[src/rtl/sprite_plotter.sv]
// Sprite plotter: on an accepted start, emits one VGA-adapter write per cycle
// over a SIZE x SIZE square in raster order, clipping off-screen pixels.
module sprite_plotter #(
  parameter int         SIZE         = 5,
  parameter int         X_MAX        = 159,
  parameter int         Y_MAX        = 119,
  parameter logic [2:0] DRAW_COLOUR  = 3'b111,
  parameter logic [2:0] ERASE_COLOUR = 3'b000
) (
  input  logic       clk,
  input  logic       reset_n,
  input  logic       start,
  input  logic [1:0] op,
  input  logic [7:0] x_in,
  input  logic [6:0] y_in,
  output logic       busy,
  output logic       done,
  output logic [7:0] vga_x,
  output logic [6:0] vga_y,
  output logic [2:0] colour,
  output logic       plot
);

  typedef enum logic [1:0] {S_IDLE, S_PLOT, S_DONE} state_t;

  localparam logic [3:0] LAST = 4'(SIZE - 1);

  state_t     r_state, w_state_nxt;
  logic [3:0] r_col, r_row, w_col_nxt, w_row_nxt;
  logic [7:0] r_base_x;
  logic [6:0] r_base_y;
  logic [2:0] r_colour;

  logic       r_busy, r_done, r_plot;
  logic [7:0] r_vga_x;
  logic [6:0] r_vga_y;
  logic [2:0] r_vga_colour;

  logic       w_accept, w_last;
  logic [7:0] w_bx;
  logic [6:0] w_by;
  logic [8:0] w_sum_x;
  logic [7:0] w_sum_y;
  logic [2:0] w_colour_sel;
  logic       w_busy_nxt, w_done_nxt, w_plot_nxt;
  logic [7:0] w_vga_x_nxt;
  logic [6:0] w_vga_y_nxt;
  logic [2:0] w_vga_colour_nxt;

  assign w_accept = (r_state == S_IDLE) && start && !op[1];
  assign w_last   = (r_col == LAST) && (r_row == LAST);

  // State register
  // NOTE: sequential state uses non-blocking assignments so every flop samples pre-edge values.
  always_ff @(posedge clk or negedge reset_n) begin
    if (!reset_n) r_state <= S_IDLE;
    else          r_state <= w_state_nxt;
  end

  // Next-state and next-counter logic
  // NOTE: every combinational output gets a default first so no latch is inferred.
  always_comb begin
    w_state_nxt = r_state;
    w_col_nxt   = r_col;
    w_row_nxt   = r_row;
    case (r_state)
      S_IDLE: begin
        if (w_accept) begin
          w_state_nxt = S_PLOT;
          w_col_nxt   = '0;
          w_row_nxt   = '0;
        end
      end
      S_PLOT: begin
        if (w_last) begin
          w_state_nxt = S_DONE;
          w_col_nxt   = '0;
          w_row_nxt   = '0;
        end else if (r_col == LAST) begin
          w_col_nxt = '0;
          w_row_nxt = r_row + 4'd1;
        end else begin
          w_col_nxt = r_col + 4'd1;
        end
      end
      S_DONE:  w_state_nxt = S_IDLE;
      default: w_state_nxt = S_IDLE;
    endcase
  end

  // Output logic: next values of the registered outputs, one pixel ahead so
  // the first pixel appears in the cycle right after acceptance.
  always_comb begin
    w_bx         = w_accept ? x_in : r_base_x;
    w_by         = w_accept ? y_in : r_base_y;
    w_colour_sel = w_accept ? (op[0] ? ERASE_COLOUR : DRAW_COLOUR) : r_colour;
    w_sum_x      = {1'b0, w_bx} + {5'd0, w_col_nxt};
    w_sum_y      = {1'b0, w_by} + {4'd0, w_row_nxt};

    w_busy_nxt       = (w_state_nxt != S_IDLE);
    w_done_nxt       = (w_state_nxt == S_DONE);
    w_plot_nxt       = 1'b0;
    w_vga_x_nxt      = r_vga_x;
    w_vga_y_nxt      = r_vga_y;
    w_vga_colour_nxt = r_vga_colour;
    if (w_state_nxt == S_PLOT) begin
      w_plot_nxt       = (w_sum_x <= 9'(X_MAX)) && (w_sum_y <= 8'(Y_MAX));
      w_vga_x_nxt      = w_sum_x[7:0];
      w_vga_y_nxt      = w_sum_y[6:0];
      w_vga_colour_nxt = w_colour_sel;
    end
  end

  // Datapath registers: counters, latched request and outputs
  always_ff @(posedge clk or negedge reset_n) begin
    if (!reset_n) begin
      r_col        <= '0;
      r_row        <= '0;
      r_base_x     <= '0;
      r_base_y     <= '0;
      r_colour     <= '0;
      r_busy       <= 1'b0;
      r_done       <= 1'b0;
      r_plot       <= 1'b0;
      r_vga_x      <= '0;
      r_vga_y      <= '0;
      r_vga_colour <= '0;
    end else begin
      r_col        <= w_col_nxt;
      r_row        <= w_row_nxt;
      if (w_accept) begin
        r_base_x <= x_in;
        r_base_y <= y_in;
        r_colour <= w_colour_sel;
      end
      r_busy       <= w_busy_nxt;
      r_done       <= w_done_nxt;
      r_plot       <= w_plot_nxt;
      r_vga_x      <= w_vga_x_nxt;
      r_vga_y      <= w_vga_y_nxt;
      r_vga_colour <= w_vga_colour_nxt;
    end
  end

  assign busy   = r_busy;
  assign done   = r_done;
  assign plot   = r_plot;
  assign vga_x  = r_vga_x;
  assign vga_y  = r_vga_y;
  assign colour = r_vga_colour;

endmodule

[config.mk]
export PLATFORM = sky130hd
export DESIGN_NAME = sprite_plotter
export DESIGN_NICKNAME = d
export VERILOG_FILES = /design/src/rtl/sprite_plotter.sv
export SDC_FILE = /design/constraint.sdc
export NUM_CORES = 1
export LEC_CHECK = 0
export CORE_ASPECT_RATIO = 1.2
export CORE_MARGIN = 2
export CORE_UTILIZATION = 43
export DETAILED_ROUTE_END_ITERATION = 6
export PLACE_DENSITY = 0.66
export SYNTH_ARGS = -nofsm -noshare
export SYNTH_HDL_FRONTEND = slang
export SYNTH_SLANG_ARGS = --single-unit
[constraint.sdc]
create_clock -name clk -period 3.7 [get_ports clk]
set_input_delay 1.11 -clock clk [delete_from_list [all_inputs] [get_ports clk]]
set_output_delay 1.11 -clock clk [all_outputs]
set_load 0.01 [all_outputs]
-- Yosys cells after proc, flatten, opt, wreduce, memory -nomap -nowiden
Cells that the tools add are included.
- reductions and logical operators: 7
- eq/ne operators: 5
- $add $sub $neg: 4
- magnitude comparators: 2
- muxes and demuxes: 16
- operator list (cell ; number):
    $mux W4 ; 6
    $pmux W4 S2 ; 2
    $add A8 B4 Y9 ; 1
    $le A9 B8 Y1 const B ; 1
    $add A4 B1 Y4 const B ; 2
    $add A7 B4 Y8 ; 1
    $eq A4 B3 Y1 const B ; 2
    $le A8 B7 Y1 const B ; 1
    $mux W8 ; 1
    $mux W7 ; 1
    $mux W3 ; 2
    $eq A2 B1 Y1 const B ; 2
    $logic_and A1 B1 Y1 ; 4
    $mux W2 ; 2
    $pmux W2 S2 ; 1
    $eq A2 B2 Y1 const B ; 1
    $logic_not A2 Y1 ; 1
    $reduce_bool A2 Y1 ; 1
    $logic_not A1 Y1 ; 1
    $mux W1 ; 1
- output and inout bits: 21
- flip-flop bits (word level): 49

-- Logic depth before layout (Yosys ltp)
Gate-level depths: netlist (run 1).
- word-level depth: 9
- depth in mapped cells: 15

-- Worst setup path before layout (run 1)
Ideal clock, no wire load.
- path kind: input to register
- start point: in op[1]
- end point: reg r_vga_y[6], in the netlist vga_y[6]
- path slack: -0.044 ns
- buffers on the path: 3
- stages: 13
- data arrival time: 3.619 ns
- cells stage by stage: or4b_1 > buf_6 > buf_6 > buf_2 > nand2_1 > nand2_1 > ha_1 > fa_1 > a21o_1 > a21oi_1 > nor3_1 > xor2_1 > mux2_2
- RTL lines (item ; RTL line ; text):
    start, declared ; 13 ; input logic [1:0] op,
    $logic_not A1 Y1 ; 50 ; assign w_accept = (r_state == S_IDLE) && start && !op[1];
    $logic_and A1 B1 Y1 ; 50 ;
    $mux W7 ; - ;
    net w_by[0] ; 41 ; logic [6:0] w_by;
    $add A7 B4 Y8 ; 98 ; w_sum_y = {1'b0, w_by} + {4'd0, w_row_nxt};
    end signal, assigned ; 140 ; r_vga_y <= w_vga_y_nxt;
    end, declared ; 36 ; logic [6:0] r_vga_y;
The timed path passes the listed nets, and every way through them passes these cells.
A chain may end at the register's enable or synchronous reset.

-- Final worst setup path (run 1)
- start point: in start
- end point: reg r_vga_y[6], in the netlist vga_y[6]
- RTL lines (item ; RTL line ; text):
    start, declared ; 12 ; input logic start,
    $logic_and A1 B1 Y1 (2 in a row) ; 50 ;
    $mux W7 ; - ;
    net w_by[0] ; 41 ;
    $add A7 B4 Y8 ; 98 ;
The timed path passes the listed nets, and every way through them passes these cells.

==> results_dict.tcl, run 1 <==
set metrics [dict create \
    outcome "finished, final reports clean" \
    drive_gt1_frac 0.186 \
    async_flop_share 1.00 \
    fin_crit_ps 3550 \
    worstSetupPathType "in -> reg" \
    fmax_mhz 282 \
    cp_common_cell "nand2_1" \
    crit_path_max_fanout 7 \
    power_density_nw_per_um2 677 \
    synth.most_common_cell "dfrtp_1" \
    fin_skew_ps 3.71 \
    p_leak_nw 1.58 \
    route.vias.total 1978 \
    finalHoldViolCount 0 \
    ys_ff_latch 49 \
    synth_seq_area_share 0.479 \
    synth.avg_cell_area_um2 10.4 \
    netlist_top_cells_area "dfrtp_1 48%, nand2_1 6.3%, ha_1 5.9%, mux2_2 5.3%, mux2i_4 3.5%" \
    synthCells 247 \
    fillers 511 \
    slew-limit-headroom 0.599 \
    routed_wl_um 5310 \
    synthesis.area_um2 2560 \
    die_area_um2 6590 \
    cp_slowest_cell "or4b_4" \
    htree_levels 2 \
    max_stage_delay_ps 530 \
    synth_edf_count 0 \
    diodes 0 \
    core-area_um2 5710 \
    numCtsBuffers 5 \
    instances_no_fill 391 \
    place.gp.congestion 0.873 \
    cts_buffer_depth 2 \
    path_cells "clkdlybuf4s50_1 > or4b_4 > nand2_1 > nand2_1 > ha_1 > fa_2 > a21o_1 > a21oi_2 > nor3_1 > xor2_1 > mux2_2" \
    start_kind "input port" \
    cts_num_sinks 49 \
    grt_pass1_vias 2044 \
    antenna_left 0 \
    clkTransAtPathRegs_ps 80 \
    grt_antenna_before_repair 0 \
    fin_crit_sh 0.959 \
    endpoint_kind "flop" \
    globalRouteOverflowTotal 0 \
    drcViolationCount 0 \
    dieWidth_um 74.5 \
    hp-class "reg -> reg" \
    critPathRequiredTime_ps 3880 \
    cp_num_buf_inv 1 \
    ios 41 \
    vdd_ir_drop_max_mv 0.333 \
    grt_setup_unrepaired "false" \
    cp_top_family "simple AND/OR/NAND/NOR gates" \
    synth_cell_types 41 \
    avgViaCountPerCell 5.06 \
    holdWs_ps 479 \
    insertion_delay_ps 290 \
    grt_usage 0.181 \
    grt_max_degree 50 \
    cts_root_buf "clkbuf_8" \
    wl_per_cell_um 13.6 \
    first_pass_iters 4 \
    ys.warnings.count 0 \
    finalSetupViolations 0 \
    synthToLayoutAreaGrowth_pct 28.6 \
    grt_pass1_wl_um 9110 \
    nets 346 \
    fp-row-count 30 \
    numPortBuffers 40 \
    drv_slew 0 \
    arrival_ps 3730 \
    syn_nets 281 \
    yosys-top-cells-count "49 x dfrtp_1, 43 x nand2_1, 16 x nor2_1" \
    initial_core_util 0.449 \
    dp_cells 385 \
    drv_cap 0 \
    tns_ps 0 \
    die_h_um 88.5 \
    synth-main-ff-cell "dfrtp_1" \
    drt_iter0_drc 83 \
    hpwl_um 3970 \
    synth_top_area_cell "dfrtp_1" \
    tightest_slew_ps 601 \
    cts_tree "done" \
    post-route-util 0.577 \
    power.total_mw 2.23 \
    synth.top_cell.area_share 0.479 \
]
[power breakdown]
part           leakage [nW]  switching (mW)  internal [mW]  total (mW)
clock                0.0399           0.158          0.125       0.282
combinational         0.936           0.510          0.601        1.11
sequential            0.603           0.112          0.725       0.837
total                  1.58           0.779           1.45        2.23
[cell usage in the layout, fill, tap and decap left out, types with 2 or more instances in the layout]
cell,count
inv_1,14
mux2i_1,3
o41ai_1,3
mux2_2,12
or2_2,2
ha_1,12
a21oi_2,2
nand3b_1,4
a31oi_1,2
mux2i_4,4
a211oi_1,2
dfrtp_1,49
a21o_1,9
xnor2_1,5
clkbuf_8,5
o21ai_0,8
clkdlybuf4s50_1,39
or3_1,2
buf_4,25
a21oi_1,13
nor2_1,16
nand4_1,2
nand2_1,43
xor2_1,4
nand3_1,5
nor2b_1,2
nor3_1,5
[timing repair]
| action | in CTS | in global routing |
|---|---|---|
| hold buffers | 0 | 0 |
| setup endpoints to repair | 0 | 5 |
| gates resized for setup | 0 | 3 |
| setup buffers | 0 | 0 |
[final timing paths]
| path | startpoint | cells past startpoint | slack (ps) | to |
|---|---|---|---|---|
| worst max-delay path | start | 11 | 150 | vga_y[6] |
| worst min-delay path | r_colour[0] | 1 | 480 | r_colour[0] |
| worst max register to register | r_col[0] | 14 | 740 | plot |
| worst min register to register | r_colour[0] | 1 | 480 | r_colour[0] |
| max in group asynchronous | reset_n | 2 | 2390 | r_base_x[6] |
| min in group asynchronous | reset_n | 2 | 900 | busy |
[cell type report]
cell class | count | area [um2] | area share
timing repair buffer | 65 | 583 | 0.177
clock buffer | 5 | 68.8 | 0.0209
multi-input combinational | 177 | 1260 | 0.382
clock inverter | 1 | 5.00 | 0.00152
inverter | 14 | 52.6 | 0.0160
tap | 80 | 100 | 0.0304
sequential | 49 | 1230 | 0.372
[cells by family (layout without fill, tap and decap cells)]
| family | count (synthesis) | in the layout | synth area share |
|---|---|---|---|
| flops | 49 | 49 | 0.479 |
| mux | 19 | 19 | 0.0997 |
| xor+xnor | 9 | 9 | 0.0308 |
| fa+ha+maj | 14 | 14 | 0.0743 |
| compound gates | 49 | 49 | 0.126 |
| simple gates | 86 | 86 | 0.153 |
| buf+inv | 21 | 85 | 0.0381 |
[per-stage QoR]
stage               setup WS (ps)  cell area, um2
floorplan                    33.7            2570
global placement             -240            3210
detailed placement           -274            3210
CTS                          23.5            3290
global route                 14.6            3290
finish                        151            3290
[sequential cells by signal, summed over array words and instances, names as in the netlist, 3 cells and up, named ones only]
name and flops:
vga_y 7, r_base_y 7, vga_x 8, r_row 3, r_col 4, r_colour 3, r_base_x 8, colour 3
[routing by layer]
layer | track usage | up-vias | routed length [um]
met5 | 0 | - | 0
li1 | - | 976 | -
met1 | 0.226 | 936 | 2300
met3 | 0.0376 | 11 | 238
met4 | 0.0682 | 0 | 113
met2 | 0.307 | 55 | 2660
Note: power is estimated with default switching activity, not from simulation.
==> inputs of run 2 (changes only) <==
--- a/config.mk
+++ b/config.mk
@@ -5,11 +5,13 @@
 export SDC_FILE = /design/constraint.sdc
 export NUM_CORES = 1
 export LEC_CHECK = 0
+export CELL_PAD_IN_SITES_DETAIL_PLACEMENT = 1
+export CELL_PAD_IN_SITES_GLOBAL_PLACEMENT = 2
 export CORE_ASPECT_RATIO = 1.2
 export CORE_MARGIN = 2
-export CORE_UTILIZATION = 43
+export CORE_UTILIZATION = 34
 export DETAILED_ROUTE_END_ITERATION = 6
-export PLACE_DENSITY = 0.66
+export PLACE_DENSITY = 0.79
 export SYNTH_ARGS = -nofsm -noshare
 export SYNTH_HDL_FRONTEND = slang
 export SYNTH_SLANG_ARGS = --single-unit
==> run 2 against run 1 <==
  * Combinational power increased by 9%
  * Power increased by 10%
  * Cell count increased by 5.1%
  * Non-clock buffer count increased by 8
  * Sequential share of layout area decreased by 1.7 points
  * Via count increased by 4.0%
  * Register-to-register slack about the same
  * Clock-buffer cell count unchanged
  * Setup slack got worse by 17 ps
  * Die area increased by 25%
==> results_dict.tcl, run 2 (synthesis gave the netlist of run 1 again) <==
set metrics [dict create \
    insertion_delay_ps 310 \
    ctsResizeCount 0 \
    cp_num_buf_inv 2 \
    grt_pass1_vias 2365 \
    postCtsSetupRepairBufs 0 \
    internal_power_mw 1.58 \
    slew-limit-headroom 0.620 \
    dpl_cell_area_um2 3300 \
    hpwl_um 5190 \
    critPathRequiredTime_ps 3900 \
    antenna_left 0 \
    worstSetupPathType "in -> reg" \
    fin_skew_ps 9.86 \
    clkTransAtPathRegs_ps 100 \
    start_kind "input port" \
    core-area_um2 7270 \
    dieWidth_um 83.2 \
    post-route-util 0.474 \
    wl_per_cell_um 15.9 \
    cts_tree "done" \
    netSwitchingPower_mw 0.882 \
    numCtsBuffers 5 \
    arrival_ps 3770 \
    max_stage_delay_ps 490 \
    initial_core_util 0.352 \
    power.share.switching 0.358 \
    die_h_um 99.1 \
    cts_num_sinks 49 \
    globalRouteOverflowTotal 0 \
    drv_cap 0 \
    comb_power_share 0.493 \
    dp_cells 403 \
    drcViolationCount 0 \
    fin_crit_ps 3570 \
    grt_usage 0.171 \
    path_cells "clkdlybuf4s50_1 > or4b_1 > buf_4 > nand2_1 > nand2_1 > ha_2 > fa_2 > a21o_1 > a21oi_2 > xor2_2 > and4_4 > a211oi_2" \
    htree_levels 2 \
    clockPowerShare 0.165 \
    cp_top_family "simple AND/OR/NAND/NOR gates" \
    place.gp.congestion 0.845 \
    cp_slowest_cell "clkdlybuf4s50_1" \
    fin_crit_sh 0.964 \
    power_density_nw_per_um2 713 \
    finalSetupViolations 0 \
    first_pass_iters 4 \
    drt_iter0_drc 44 \
    final_common_cell "dfrtp_1" \
    numPortBuffers 40 \
    cp_common_cell "nand2_1" \
    tightest_slew_ps 565 \
    hp-class "reg -> reg" \
    final_cell_area_um2 3450 \
    drive_gt1_frac 0.227 \
    seq_power_share 0.342 \
    cts_buffer_depth 2 \
    finalHoldViolCount 0 \
    holdWs_ps 488 \
    crit_path_max_fanout 7 \
    drv_slew 0 \
    grt_setup_unrepaired "false" \
    fp-row-count 34 \
    die_area_um2 8250 \
    p_leak_nw 1.64 \
    instances_no_fill 411 \
    outcome "finished, final reports clean" \
    grt_antenna_before_repair 0 \
    synthToLayoutAreaGrowth_pct 34.7 \
    routed_wl_um 6520 \
    avgViaCountPerCell 5.00 \
    route.vias.total 2057 \
    cts_root_buf "clkbuf_8" \
    hold_buffers 0 \
    vdd_ir_drop_max_mv 0.288 \
    nets 354 \
    grt_max_degree 33 \
    most-common-layout-cells "49 x dfrtp_1, 43 x nand2_1, 39 x clkdlybuf4s50_1, 32 x buf_4, 16 x nor2_1" \
    grt_pass1_wl_um 11100 \
    diodes 0 \
    endpoint_kind "flop" \
    ios 41 \
    fmax_mhz 280 \
]
-- run 2: path summary, 6_finish.rpt --
kind	startpoint	to	slack [ps]	depth (start not counted)
max	start	plot	130	12
min	r_colour[1]	r_colour[1]	490	1
max reg2reg	r_col[0]	plot	730	13
min reg2reg	r_colour[1]	r_colour[1]	490	1
max in group asynchronous	reset_n	r_col[1]	2190	2
min in group asynchronous	reset_n	colour[2]	720	1
-- run 2: power by group through the flow --
stage / Clock (mW) / Sequential (mW) / Combinational (mW)
finish: 0.406 / 0.841 / 1.21
global route: 0.436 / 0.868 / 1.35
CTS: 0.418 / 0.844 / 1.21
detailed placement: 0 / 0.854 / 1.20
global placement: 0 / 0.847 / 1.16
floorplan: 0 / 0.874 / 0.588
-- run 2: metal layers --
metal	track usage	part of all wire	vias up
met4	0.0593	0.015	0
met5	0	0	-
met2	0.322	0.54	26
met1	0.198	0.42	1027
met3	0.0235	0.019	7
li1	-	-	997
-- run 2: cell type report --
class | instances | area, um2
Clock buffer | 5 | 68.8
Inverter | 14 | 52.6
Multi-Input combinational cell | 177 | 1290
Clock inverter | 3 | 47.5
Tap cell | 90 | 113
Fill cell | 830 | 3820
Sequential cell | 49 | 1230
Timing Repair Buffer | 73 | 656
-- run 2: per-stage QoR --
| step | worst slack [ps] | power (mW) | TNS (ps) |
|---|---|---|---|
| detailed placement | -265 | 2.05 | -1280 |
| CTS | 33.4 | 2.47 | 0 |
| floorplan | 33.7 | 1.46 | 0 |
| finish | 134 | 2.46 | 0 |
| global route | 7.36 | 2.66 | 0 |
| global placement | -209 | 2.01 | -666 |
